--- config.mk ---
export PLATFORM = sky130hd
export DESIGN_NAME = led_pattern_gen
export DESIGN_NICKNAME = d
export VERILOG_FILES = /design/src/rtl/led_pattern_gen.sv
export SDC_FILE = /design/constraint.sdc
export NUM_CORES = 1
export LEC_CHECK = 0
export BUFFER_PORTS_ARGS = -buffer_cell sky130_fd_sc_hd__buf_4
export CORE_AREA = 2 2 135 137
export DETAILED_ROUTE_END_ITERATION = 8
export DIE_AREA = 0 0 137 139
export GPL_TIMING_DRIVEN = 0
export PLACE_DENSITY = 0.84
export SLEW_MARGIN = 20
export SYNTH_ARGS = -nofsm -noshare
export SYNTH_HDL_FRONTEND = slang
export SYNTH_SLANG_ARGS = --single-unit
export TNS_END_PERCENT = 1
--- constraint.sdc ---
create_clock -name clk -period 17.8 [get_ports clk]
set_input_delay 3.56 -clock clk [delete_from_list [all_inputs] [get_ports clk]]
set_output_delay 3.56 -clock clk [all_outputs]
set_load 0.01 [all_outputs]
--- src/rtl/led_pattern_gen.sv ---
// led_pattern_gen: multi-channel LED pattern generator.
// Every channel can be off, on, blinking with a programmable half-period,
// or breathing (triangle-ramped PWM duty against a shared PWM counter).
// The LED outputs are registered from pre-edge state, so they lag the
// internal phase/duty/PWM state by one clock.
module led_pattern_gen #(
    parameter int CHANNELS     = 4,
    parameter int DIV_WIDTH    = 16,
    parameter int PWM_WIDTH    = 8,
    parameter int DEFAULT_HALF = 4999,
    parameter int DEFAULT_MODE = 2,
    localparam int CH_W        = (CHANNELS > 1) ? $clog2(CHANNELS) : 1
) (
    input  logic                 clk,
    input  logic                 rst,
    input  logic                 cfg_we,
    input  logic [CH_W-1:0]      cfg_ch,
    input  logic [1:0]           cfg_mode,
    input  logic [DIV_WIDTH-1:0] cfg_half,
    output logic [CHANNELS-1:0]  led
);

    typedef enum logic [1:0] {
        MODE_OFF     = 2'd0,
        MODE_ON      = 2'd1,
        MODE_BLINK   = 2'd2,
        MODE_BREATHE = 2'd3
    } mode_e;

    localparam logic [PWM_WIDTH-1:0] PWM_MAX  = '1;
    localparam logic [PWM_WIDTH-1:0] PWM_ONE  = PWM_WIDTH'(1);
    localparam logic [DIV_WIDTH-1:0] HALF_RST = DIV_WIDTH'(DEFAULT_HALF);
    localparam logic [1:0]           MODE_RST = 2'(DEFAULT_MODE);
    localparam logic [CH_W:0]        NUM_CH   = (CH_W + 1)'(CHANNELS);

    // Shared state
    logic [PWM_WIDTH-1:0] pwm_q, pwm_d;
    logic [CHANNELS-1:0]  led_q, led_d;

    // Per-channel state
    mode_e                mode_q   [CHANNELS];
    mode_e                mode_d   [CHANNELS];
    logic [DIV_WIDTH-1:0] half_q   [CHANNELS];
    logic [DIV_WIDTH-1:0] half_d   [CHANNELS];
    logic [DIV_WIDTH-1:0] div_q    [CHANNELS];
    logic [DIV_WIDTH-1:0] div_d    [CHANNELS];
    logic                 phase_q  [CHANNELS];
    logic                 phase_d  [CHANNELS];
    logic [PWM_WIDTH-1:0] duty_q   [CHANNELS];
    logic [PWM_WIDTH-1:0] duty_d   [CHANNELS];
    logic                 dir_up_q [CHANNELS];
    logic                 dir_up_d [CHANNELS];

    // Per-channel decode
    logic                 step_c   [CHANNELS];
    logic                 sel_c    [CHANNELS];
    logic                 wr_valid;

    // One breathe step: returns {dir_up_next, duty_next}. The endpoints are
    // never repeated: the turnaround step moves straight to MAX-1 or 1.
    function automatic logic [PWM_WIDTH:0] breathe_next(
        input logic [PWM_WIDTH-1:0] duty,
        input logic                 up
    );
        logic [PWM_WIDTH:0] r;
        if (up) begin
            if (duty == PWM_MAX) r = {1'b0, PWM_MAX - PWM_ONE};
            else                 r = {1'b1, duty + PWM_ONE};
        end else begin
            if (duty == '0)      r = {1'b1, PWM_ONE};
            else                 r = {1'b0, duty - PWM_ONE};
        end
        return r;
    endfunction

    // Writes to a channel index beyond CHANNELS are dropped entirely.
    assign wr_valid = cfg_we && ({1'b0, cfg_ch} < NUM_CH);

    // Shared PWM counter free-runs and wraps from MAX to 0 by overflow.
    assign pwm_d = pwm_q + PWM_ONE;

    assign led = led_q;

    // Per-channel step detection (divider terminal count) and write select.
    always_comb begin
        for (int i = 0; i < CHANNELS; i++) begin
            step_c[i] = (div_q[i] == half_q[i]);
            sel_c[i]  = wr_valid && (cfg_ch == CH_W'(i));
        end
    end

    // Per-channel next state: divider, blink phase, breathe ramp; a write
    // to the channel overrides any coincident step on that channel.
    always_comb begin
        for (int i = 0; i < CHANNELS; i++) begin
            mode_d[i]   = mode_q[i];
            half_d[i]   = half_q[i];
            div_d[i]    = step_c[i] ? '0 : div_q[i] + DIV_WIDTH'(1);
            phase_d[i]  = phase_q[i];
            duty_d[i]   = duty_q[i];
            dir_up_d[i] = dir_up_q[i];

            if (step_c[i]) begin
                case (mode_q[i])
                    MODE_BLINK:   phase_d[i] = ~phase_q[i];
                    MODE_BREATHE: {dir_up_d[i], duty_d[i]} = breathe_next(duty_q[i], dir_up_q[i]);
                    default:      ;
                endcase
            end

            if (sel_c[i]) begin
                mode_d[i]   = mode_e'(cfg_mode);
                half_d[i]   = cfg_half;
                div_d[i]    = '0;
                phase_d[i]  = 1'b0;
                duty_d[i]   = '0;
                dir_up_d[i] = 1'b1;
            end
        end
    end

    // LED drive computed from pre-edge mode, phase, duty and PWM count.
    always_comb begin
        led_d = '0;
        for (int i = 0; i < CHANNELS; i++) begin
            case (mode_q[i])
                MODE_ON:      led_d[i] = 1'b1;
                MODE_BLINK:   led_d[i] = phase_q[i];
                MODE_BREATHE: led_d[i] = (pwm_q < duty_q[i]);
                default:      led_d[i] = 1'b0;
            endcase
        end
    end

    // State registers with asynchronous reset to the power-on defaults.
    always_ff @(posedge clk or posedge rst) begin
        if (rst) begin
            pwm_q <= '0;
            led_q <= '0;
            for (int i = 0; i < CHANNELS; i++) begin
                mode_q[i]   <= mode_e'(MODE_RST);
                half_q[i]   <= HALF_RST;
                div_q[i]    <= '0;
                phase_q[i]  <= 1'b0;
                duty_q[i]   <= '0;
                dir_up_q[i] <= 1'b1;
            end
        end else begin
            pwm_q <= pwm_d;
            led_q <= led_d;
            for (int i = 0; i < CHANNELS; i++) begin
                mode_q[i]   <= mode_d[i];
                half_q[i]   <= half_d[i];
                div_q[i]    <= div_d[i];
                phase_q[i]  <= phase_d[i];
                duty_q[i]   <= duty_d[i];
                dir_up_q[i] <= dir_up_d[i];
            end
        end
    end

endmodule

==> results list, run 1 <==
* Status: completed
- TritonCTS clock tree: done
- Worst ir drop on vdd: around 83 µV
- Total met2 wirelength after detailed routing: around 12000 µm
- Minimum setup slack among reg-to-reg paths: between 15 and 20 ns
- Proportion of register bits with asynchronous set or reset after synthesis: 1.00
* Post CTS Setup Buffer Count: 0
- For this block, wires on met1 add up to 10600 µm.
- Initial antenna violation count: 0
- The synthesized design spends more area on one cell type than any other, namely sky130_fd_sc_hd__dfrtp_1.
- Sequential-to-total area share from yosys stat: 0.461
- Total number of nets in the final design: roughly 1300
- Broken down by cell family, the worst path's largest delay share belongs to buffers and inverters.
- Post-CTS repair changed the size of 0 cells.
* Share of the synthesized area in the top cell type: 0.369
- Final Core Density: 0.647
- After detailed routing, the met3 layer carries 1490 µm of wire.
* Total design power: 1.10 mW
- For this run the aggregate overflow at the end of global routing stands at 0.
* Total of flip-flops plus latches after synthesis: 188
* Startpoint type of the worst setup path: input pin
- Maximum number of pins on one net before global-route repair: 76
- Quantity of I/O buffers inserted on ports: 26
* Unrepaired setup endpoints after global routing: false
- Setup clock skew after layout: approximately 0.0095 ns
- Before CTS, the worst setup slack after placement is approximately 13 ns.
* First-pass GRT wire length: ~40000 µm
- Clock network latency to the later pin of the worst-skew pair: approximately 0.44 ns
- In the post-route analysis, the smallest setup slack over all paths is roughly 13 ns.
* TritonRoute pass-1 iters: 5
- The via count of the first global-routing pass was around 8400.
- Detailed placement ended at an HPWL of about 17000 µm.
- Of the cells placed in the final design, the portion with a size suffix greater than 1 is 0.104.
* Number of DRC violations after detailed-routing iteration 0: between 700 and 800
- After filler insertion, the fill cell instance count of the layout stands at 1398.
- Total number of vias: ~8500
- Floorplan die width: ~140 µm
- In the routed design, unresolved DRC markers number 0.
- The number of buffers and inverters on the critical path is 3.
* Most used DFF post-synth: sky130_fd_sc_hd__dfrtp_1
* Final design instance area without fill: about 0.011 mm²
- Max-slew violation total from the final report: 0
* Height of the die: roughly 140 µm
- The die covers between 0.015 and 0.02 mm².
- After clock tree synthesis, the clock-pin slew on the worst setup and hold paths is 0.07 ns.
* Fraction of the cycle the final worst path needs: 0.271
- Normalized max-slew margin: 0.590
- Slowest-stage cell, CP: sky130_fd_sc_hd__clkbuf_1
* Worst Setup End Kind: register
* Total of max-cap violations: 0
- TritonCTS created 17 clock buffers.
- The root buffer cell chosen for the clock tree is sky130_fd_sc_hd__clkbuf_16.
- Worst min-delay path category: register to register
- After synthesis the cells add up to around 0.01 mm².
* Placer's final routability congestion estimate: slightly below 0.9
* Count of standard-cell rows: a little under 50
* Synth Net Count: 1209
- In this run the remaining antenna-violating nets after routing total 0.
- The number of hold violations in the final report is 0.
- For the finished layout, the period the worst path requires is between 4 and 5 ns.
- List of cells traversed by the critical path: buf_4 > nand2_1 > or2_2 > clkbuf_1 > nand2_1 > clkbuf_1 > nor2_1
* Cell variety after synth: 55
- Achievable clock frequency: 207 MHz
- For this run, the slowest stage of the critical path takes 0.42 ns.
* Source of the worst register-to-register timing path: half_q[40]
* Starting utilization of the core area: 0.583
- I/O pin count: 27
- The worst register-to-register path ends at duty_q[16].
* TritonCTS sink count: approximately 190
- Worst Hold Margin: roughly 0.46 ns
- Final wirelength: 24600 µm
- Depth of the CTS H-tree: 4
- In the global route stage, overall resource usage came out at 0.267.
- Along the worst path, the maximum fanout reaches 10.
* Mean area per synthesized cell: between 9 and 10 µm²
* Synthesis-to-layout area growth: 11.0%
- In the final routed layout, each cell accounts on average for roughly 17 µm.
* Area of the core region: approximately 0.018 mm²
- Timing startpoint of the critical path: cfg_we
- The cell count after synthesis came out at between 1000 and 1500.
- Setup Total Neg Slack: 0 ns
* Non-filler cells in the finished layout: ~1400
- Number of flops mapped to enable cells by yosys: 0
* Synth Warn #: 0
* Worst Reg-to-Reg Cells: 8
- In this run, post-CTS hold repair placed 0 buffers.
* Number of buffers on the longest clock path: 2
- Cell types occupying the most area after synthesis: sky130_fd_sc_hd__dfrtp_1 37%, sky130_fd_sc_hd__nand2_1 10%, sky130_fd_sc_hd__dfstp_2 9.2%
- End point of the critical path: div_q[41]
- At the pin with the least slew margin, the transition time is a little over 0.6 ns.
- Data on the critical path is required at its endpoint by 18.10 ns.
- At the worst endpoint, the arrival time is between 5 and 6 ns.
- Setup violations remaining at the end of the flow were counted as 0.
- The analysis attributes to cell leakage a power of about 5.5 nW.
- For this design the ratio of total power to cell area is around 96 mW/mm².
- Top metal layer carrying routed signals: met4
- Using the TritonRoute via totals, the vias-per-cell ratio works out to 5.92.
- The critical path in this run is classified as input pin to register.
- In this run, placement finished with an instance count of 1398.
- Once placement finished, the instance area stood at 0.0108 mm².
- Number of stages on the worst setup path: 7
-- state kept, by name, summed over array words and instances, names as in the netlist --
name / count
dir_up_q: 4
duty_q: 32
div_q: 64
mode_q: 8
half_q: 64
pwm_q: 8
phase_q: 4
led: 4
-- cell usage in the layout (no fill, tap or decap), types with 33 or more instances in the layout --
cell type / instances
sky130_fd_sc_hd__nand2_1: 275
sky130_fd_sc_hd__dfrtp_1: 152
sky130_fd_sc_hd__xor2_1: 95
sky130_fd_sc_hd__nor2_1: 88
sky130_fd_sc_hd__ha_1: 45
sky130_fd_sc_hd__nand3_1: 44
sky130_fd_sc_hd__inv_1: 43
sky130_fd_sc_hd__xnor2_1: 36
sky130_fd_sc_hd__dfstp_2: 36
sky130_fd_sc_hd__a21oi_1: 33
sky130_fd_sc_hd__nand4_1: 33
-- area by class of cell --
type                       count  area (µm²)  area share
timing repair buffer          28         250      0.0219
multi-input combinational    872        5220       0.457
clock inverter                14         154      0.0135
tap                          229         287      0.0251
clock buffer                  18         429      0.0375
sequential                   188        4750       0.415
antenna                        1        2.50    0.000219
buffer                        37         165      0.0144
inverter                      44         173      0.0151
-- cell families (layout without fill, tap and decap cells) --
kind of cell	count (synthesis)	in the layout	synth area share
other	0	1	0
muxes	4	4	0.00389
and+or+nand+nor	551	551	0.247
adders and majority gates	45	45	0.0547
buffers and inverters	81	141	0.0321
DFF	188	188	0.461
AOI/OAI and AO/OA	141	141	0.0904
xor gates and xnor gates	131	131	0.111
-- synthesized netlist by cell type, types with 2 or more instances --
cell / n
sky130_fd_sc_hd__a211oi_1: 9
sky130_fd_sc_hd__a21boi_0: 3
sky130_fd_sc_hd__a21o_1: 15
sky130_fd_sc_hd__a21oi_1: 33
sky130_fd_sc_hd__a2bb2oi_1: 6
sky130_fd_sc_hd__a31o_2: 5
sky130_fd_sc_hd__a31oi_1: 16
sky130_fd_sc_hd__and2_1: 2
sky130_fd_sc_hd__and3_1: 23
sky130_fd_sc_hd__and3b_1: 2
sky130_fd_sc_hd__and4_1: 4
sky130_fd_sc_hd__buf_2: 3
sky130_fd_sc_hd__buf_6: 3
sky130_fd_sc_hd__clkbuf_1: 31
sky130_fd_sc_hd__dfrtp_1: 152
sky130_fd_sc_hd__dfstp_2: 36
sky130_fd_sc_hd__ha_1: 45
sky130_fd_sc_hd__inv_1: 44
sky130_fd_sc_hd__mux2i_1: 4
sky130_fd_sc_hd__nand2_1: 275
sky130_fd_sc_hd__nand2b_1: 10
sky130_fd_sc_hd__nand3_1: 44
sky130_fd_sc_hd__nand3b_1: 5
sky130_fd_sc_hd__nand4_1: 33
sky130_fd_sc_hd__nand4b_1: 2
sky130_fd_sc_hd__nor2_1: 88
sky130_fd_sc_hd__nor3_1: 11
sky130_fd_sc_hd__nor3b_1: 5
sky130_fd_sc_hd__nor4_1: 19
sky130_fd_sc_hd__o211ai_1: 5
sky130_fd_sc_hd__o21ai_0: 26
sky130_fd_sc_hd__o221a_2: 3
sky130_fd_sc_hd__o22a_1: 2
sky130_fd_sc_hd__o22ai_1: 2
sky130_fd_sc_hd__o31ai_1: 8
sky130_fd_sc_hd__or2_2: 5
sky130_fd_sc_hd__or3_1: 9
sky130_fd_sc_hd__or3b_2: 2
sky130_fd_sc_hd__or4_1: 4
sky130_fd_sc_hd__or4_4: 3
sky130_fd_sc_hd__xnor2_1: 36
sky130_fd_sc_hd__xor2_1: 95
-- per-layer routing --
layer  vias to the layer above  track usage
met5                         -            0
met4                         0       0.0939
li1                       3988            -
met2                       299        0.431
met1                      4144        0.361
met3                        41       0.0508
-- where the power goes --
part | internal (mW) | switching [mW] | total, mW
clock network | 0.199 | 0.180 | 0.379
registers | 0.487 | 0.0567 | 0.544
logic | 0.0776 | 0.0950 | 0.173
-- worst min-delay path: cells and delay by family (launching register included) --
| family | cells | cell delay (ns) |
|---|---|---|
| DFF | 1 | 0.37 |
| and+or+nand+nor | 2 | 0.09 |
-- worst min-delay path by stage --
stage / start / end / slack [ns] / depth (start not counted)
final: half_q[60] / half_q[60] / 0.46 / 2
after global placement: half_q[12] / half_q[12] / 0.46 / 2
after floorplan: half_q[12] / half_q[12] / 0.45 / 2
after CTS: half_q[41] / half_q[41] / 0.47 / 2
after global routing: half_q[41] / half_q[41] / 0.48 / 2
after detailed placement: half_q[41] / half_q[41] / 0.46 / 2
Power figures use the tool's default switching activity.
==> run 2, diff against run 1 <==
clock period = 4.82 ns   (was 17.8 ns; I/O delays follow)
==> run 2 against run 1 <==
Net effect:
- non-clock buffer count increased by 4
- sequential power rose to 3.7 times the previous value
- largest power group unchanged
- critical path type is now register to register
- clock skew up 0.0018 ns
- hold slack better by 0.0036 ns
- power grew to 3.7 times the previous value
- critical endpoint is now duty_q[16]
- global-route usage grew 0.30 points
- via count up 1.1%
- sequential share of layout area shrank 0.22 points
==> results list, run 2 (same netlist as run 1, synthesis figures left out) <==
- The most frequent standard cell in the layout excluding fill and tap cells is sky130_fd_sc_hd__nand2_1 (unchanged).
- The antenna diode instance count is 0 (was 1).
* I/O pin count: 27 (unchanged)
- The total die area came to 0.0190 mm² (unchanged).
* Startpoint type of the worst setup path: register (was input pin)
* Quantity of I/O buffers inserted on ports: 26 (unchanged)
- Achievable clock frequency: roughly 380 MHz
- The horizontal die dimension is 137 µm (unchanged).
- The post-detailed-route count of antenna-violating nets is 0 (unchanged).
- The via count of the first global-routing pass came to 8349 (was 8413).
- The global-route wire length before repair is 40800 µm (was 40500 µm).
* Final HPWL from detailed placement: 17400 µm (was 17000 µm)
- Slowest-stage cell, CP: sky130_fd_sc_hd__dfrtp_1 (was sky130_fd_sc_hd__clkbuf_1)
* Maximum number of pins on one net before global-route repair: 36 (was 76)
* Slew @ Worst Pin: 0.603 ns (was 0.615 ns)
* Cell total after placement: 1402 (was 1398)
- Overall track demand over capacity in global routing: 0.270 (was 0.267)
- Biggest cell delay along the critical path: 0.45 ns (was 0.42 ns)
- The accumulated negative setup slack is 0 ns (unchanged).
- The maximum number of buffers from clock root to sink is 2 (unchanged).
* Pre-CTS worst setup slack: 2.17 ns (was 12.53 ns)
- Status: completed (unchanged).
* Unrepaired setup endpoints after global routing: false (unchanged)
* Timing startpoint of the critical path: div_q[35] (was cfg_we)
- Setup clock skew after layout: 0.0113 ns (was 0.00948 ns)
* DR DRC count: 0 (unchanged)
* Fraction of the cycle the final worst path needs: 0.541
* Resize count post-CTS: 0 (unchanged)
* Final wirelength: 24800 µm (was 24600 µm)
- Routed WL per cell: 17.3 µm (was 17.2 µm)
- Commonest cells after routing, fill and taps aside: 275 x sky130_fd_sc_hd__nand2_1, 152 x sky130_fd_sc_hd__dfrtp_1, 95 x sky130_fd_sc_hd__xor2_1 (unchanged).
- TritonRoute pass-1 iters: 5 (unchanged)
* Hold Path Origin: half_q[2] (was half_q[60])
- The number of hold violations in the final report came to 0 (unchanged).
* Minimum clock period after layout: roughly 2.6 ns
* Cts bufs inserted: 17 (unchanged)
- Highest fanout seen on the critical path: 10 (unchanged)
- Height of the die: 139 µm (unchanged)
- The fraction of layout cells with a size suffix above 1 was 0.107 (was 0.104).
- Largest registers ranked by flip-flop count: div_q (64), half_q (64), duty_q (32) (unchanged).
* Average vias per placed instance: 5.97 (was 5.92)
- The kind of critical path is register to register (was input pin to register).
- The final setup violation count is 0 (unchanged).
- TritonCTS sink count: 188 (unchanged)
- Source of the worst register-to-register timing path: div_q[35] (was half_q[40])
- Post CTS Setup Buffer Count: 0 (unchanged)
- Cell area power density: 351 mW/mm² (was 95.9 mW/mm²)
- Total number of nets in the final design: 1260 (was 1256)
- Synthesis-to-layout area growth: 11.6% (was 11.0%)
* Worst ir drop on vdd: 272 µV (was 82.6 µV)
* Count of standard-cell rows: 49 (unchanged)
* Clock transition at path regs: 0.07 ns (about the same)
- Number of hold buffers added after CTS: 0 (unchanged)
* Placer's final routability congestion estimate: 0.898 (was 0.882)
- The total power is 4.04 mW (was 1.10 mW).
- Fin worst setup slack: 2.21 ns (was 12.97 ns)
- Initial antenna violation count: 0 (unchanged)
- The final-report max-slew violation count is 0 (unchanged).
- Number of DRC violations after detailed-routing iteration 0: 667 (was 750)
- The area of the core region was 0.0177 mm² (unchanged).
- The number of levels in the clock H-tree is 4 (unchanged).
- The total overflow reported by the global router was 0 (unchanged).
* Static Leak: 5.48 nW (was 5.45 nW)
- Clk root buf: sky130_fd_sc_hd__clkbuf_16 (unchanged)
* List of cells traversed by the critical path: xor2_1 > nor4_1 > nand4_1 > or2_2 > clkbuf_1 > clkbuf_1 > a211oi_1 > a211oi_1 (was buf_4 > nand2_1 > or2_2 > clkbuf_1 > nand2_1 > clkbuf_1 > nor2_1)
- The max-cap violation count was 0 (unchanged).
- Data required time of the critical path: 5.11 ns (was 18.10 ns)
- The starting utilization of the core area is 0.583 (unchanged).
* TritonCTS clock tree: done (unchanged)
- Worst Setup End Kind: register (unchanged)
* Worst min-delay path category: register to register (unchanged)
* Normalized max-slew margin: 0.598 (was 0.590)
- Non-filler cells in the finished layout: 1434 (was 1431)
- The latest clock arrival within the worst-skew pair is 0.44 ns (about the same).
* Total number of vias: 8565 (was 8472)
* Arrival time of the worst setup path: 2.89 ns (was 5.13 ns)
[run 2: where the power goes]
| part | internal [mW] | total [mW] | switching [mW] |
|---|---|---|---|
| registers | 1.80 | 2.01 | 0.208 |
| clock network | 0.693 | 1.38 | 0.691 |
| logic | 0.292 | 0.646 | 0.355 |
[run 2: final timing paths]
check	to	slack [ns]	depth (start not counted)
setup / recovery	duty_q[16]	2.21	8
hold / removal	half_q[2]	0.47	2
setup reg to reg	duty_q[16]	2.21	8
hold reg to reg	half_q[2]	0.47	2
max in group asynchronous	half_q[12]	3.18	5
min in group asynchronous	duty_q[17]	0.60	2
[run 2: per-stage QoR]
stage / instance area (µm²) / hold slack, ns / util
after floorplan: 10300 / 0.446 / -
after global placement: 10800 / 0.455 / 0.611
after detailed placement: 10900 / 0.456 / 0.618
after CTS: 11500 / 0.468 / 0.651
after global routing: 11500 / 0.486 / 0.651
final: 11500 / 0.469 / 0.651
[run 2: per-layer routing]
layer | wire length (µm) | up-vias | GRT usage
met2 | 12300 | 328 | 0.440
met5 | 0 | - | 0
met1 | 10500 | 4195 | 0.361
met3 | 1480 | 55 | 0.0537
met4 | 558 | 0 | 0.0933
li1 | - | 3987 | -
[run 2: critical path, delay by kind of cell (launching register included)]
kind,cells,cell delay [ns]
compound gates,2,0.42
xor+xnor,1,0.17
buf+inv,2,0.44
flops,1,0.45
simple gates,3,0.97
[run 2: area by class of cell]
cell class	count	area (µm²)
clock buffers	18	429
well taps	229	287
multi-input cells	872	5220
plain buffers	37	165
flip-flops and latches	188	4750
fillers	1353	6160
repair buffers	32	323
inverters	44	169
clock inverters	14	149
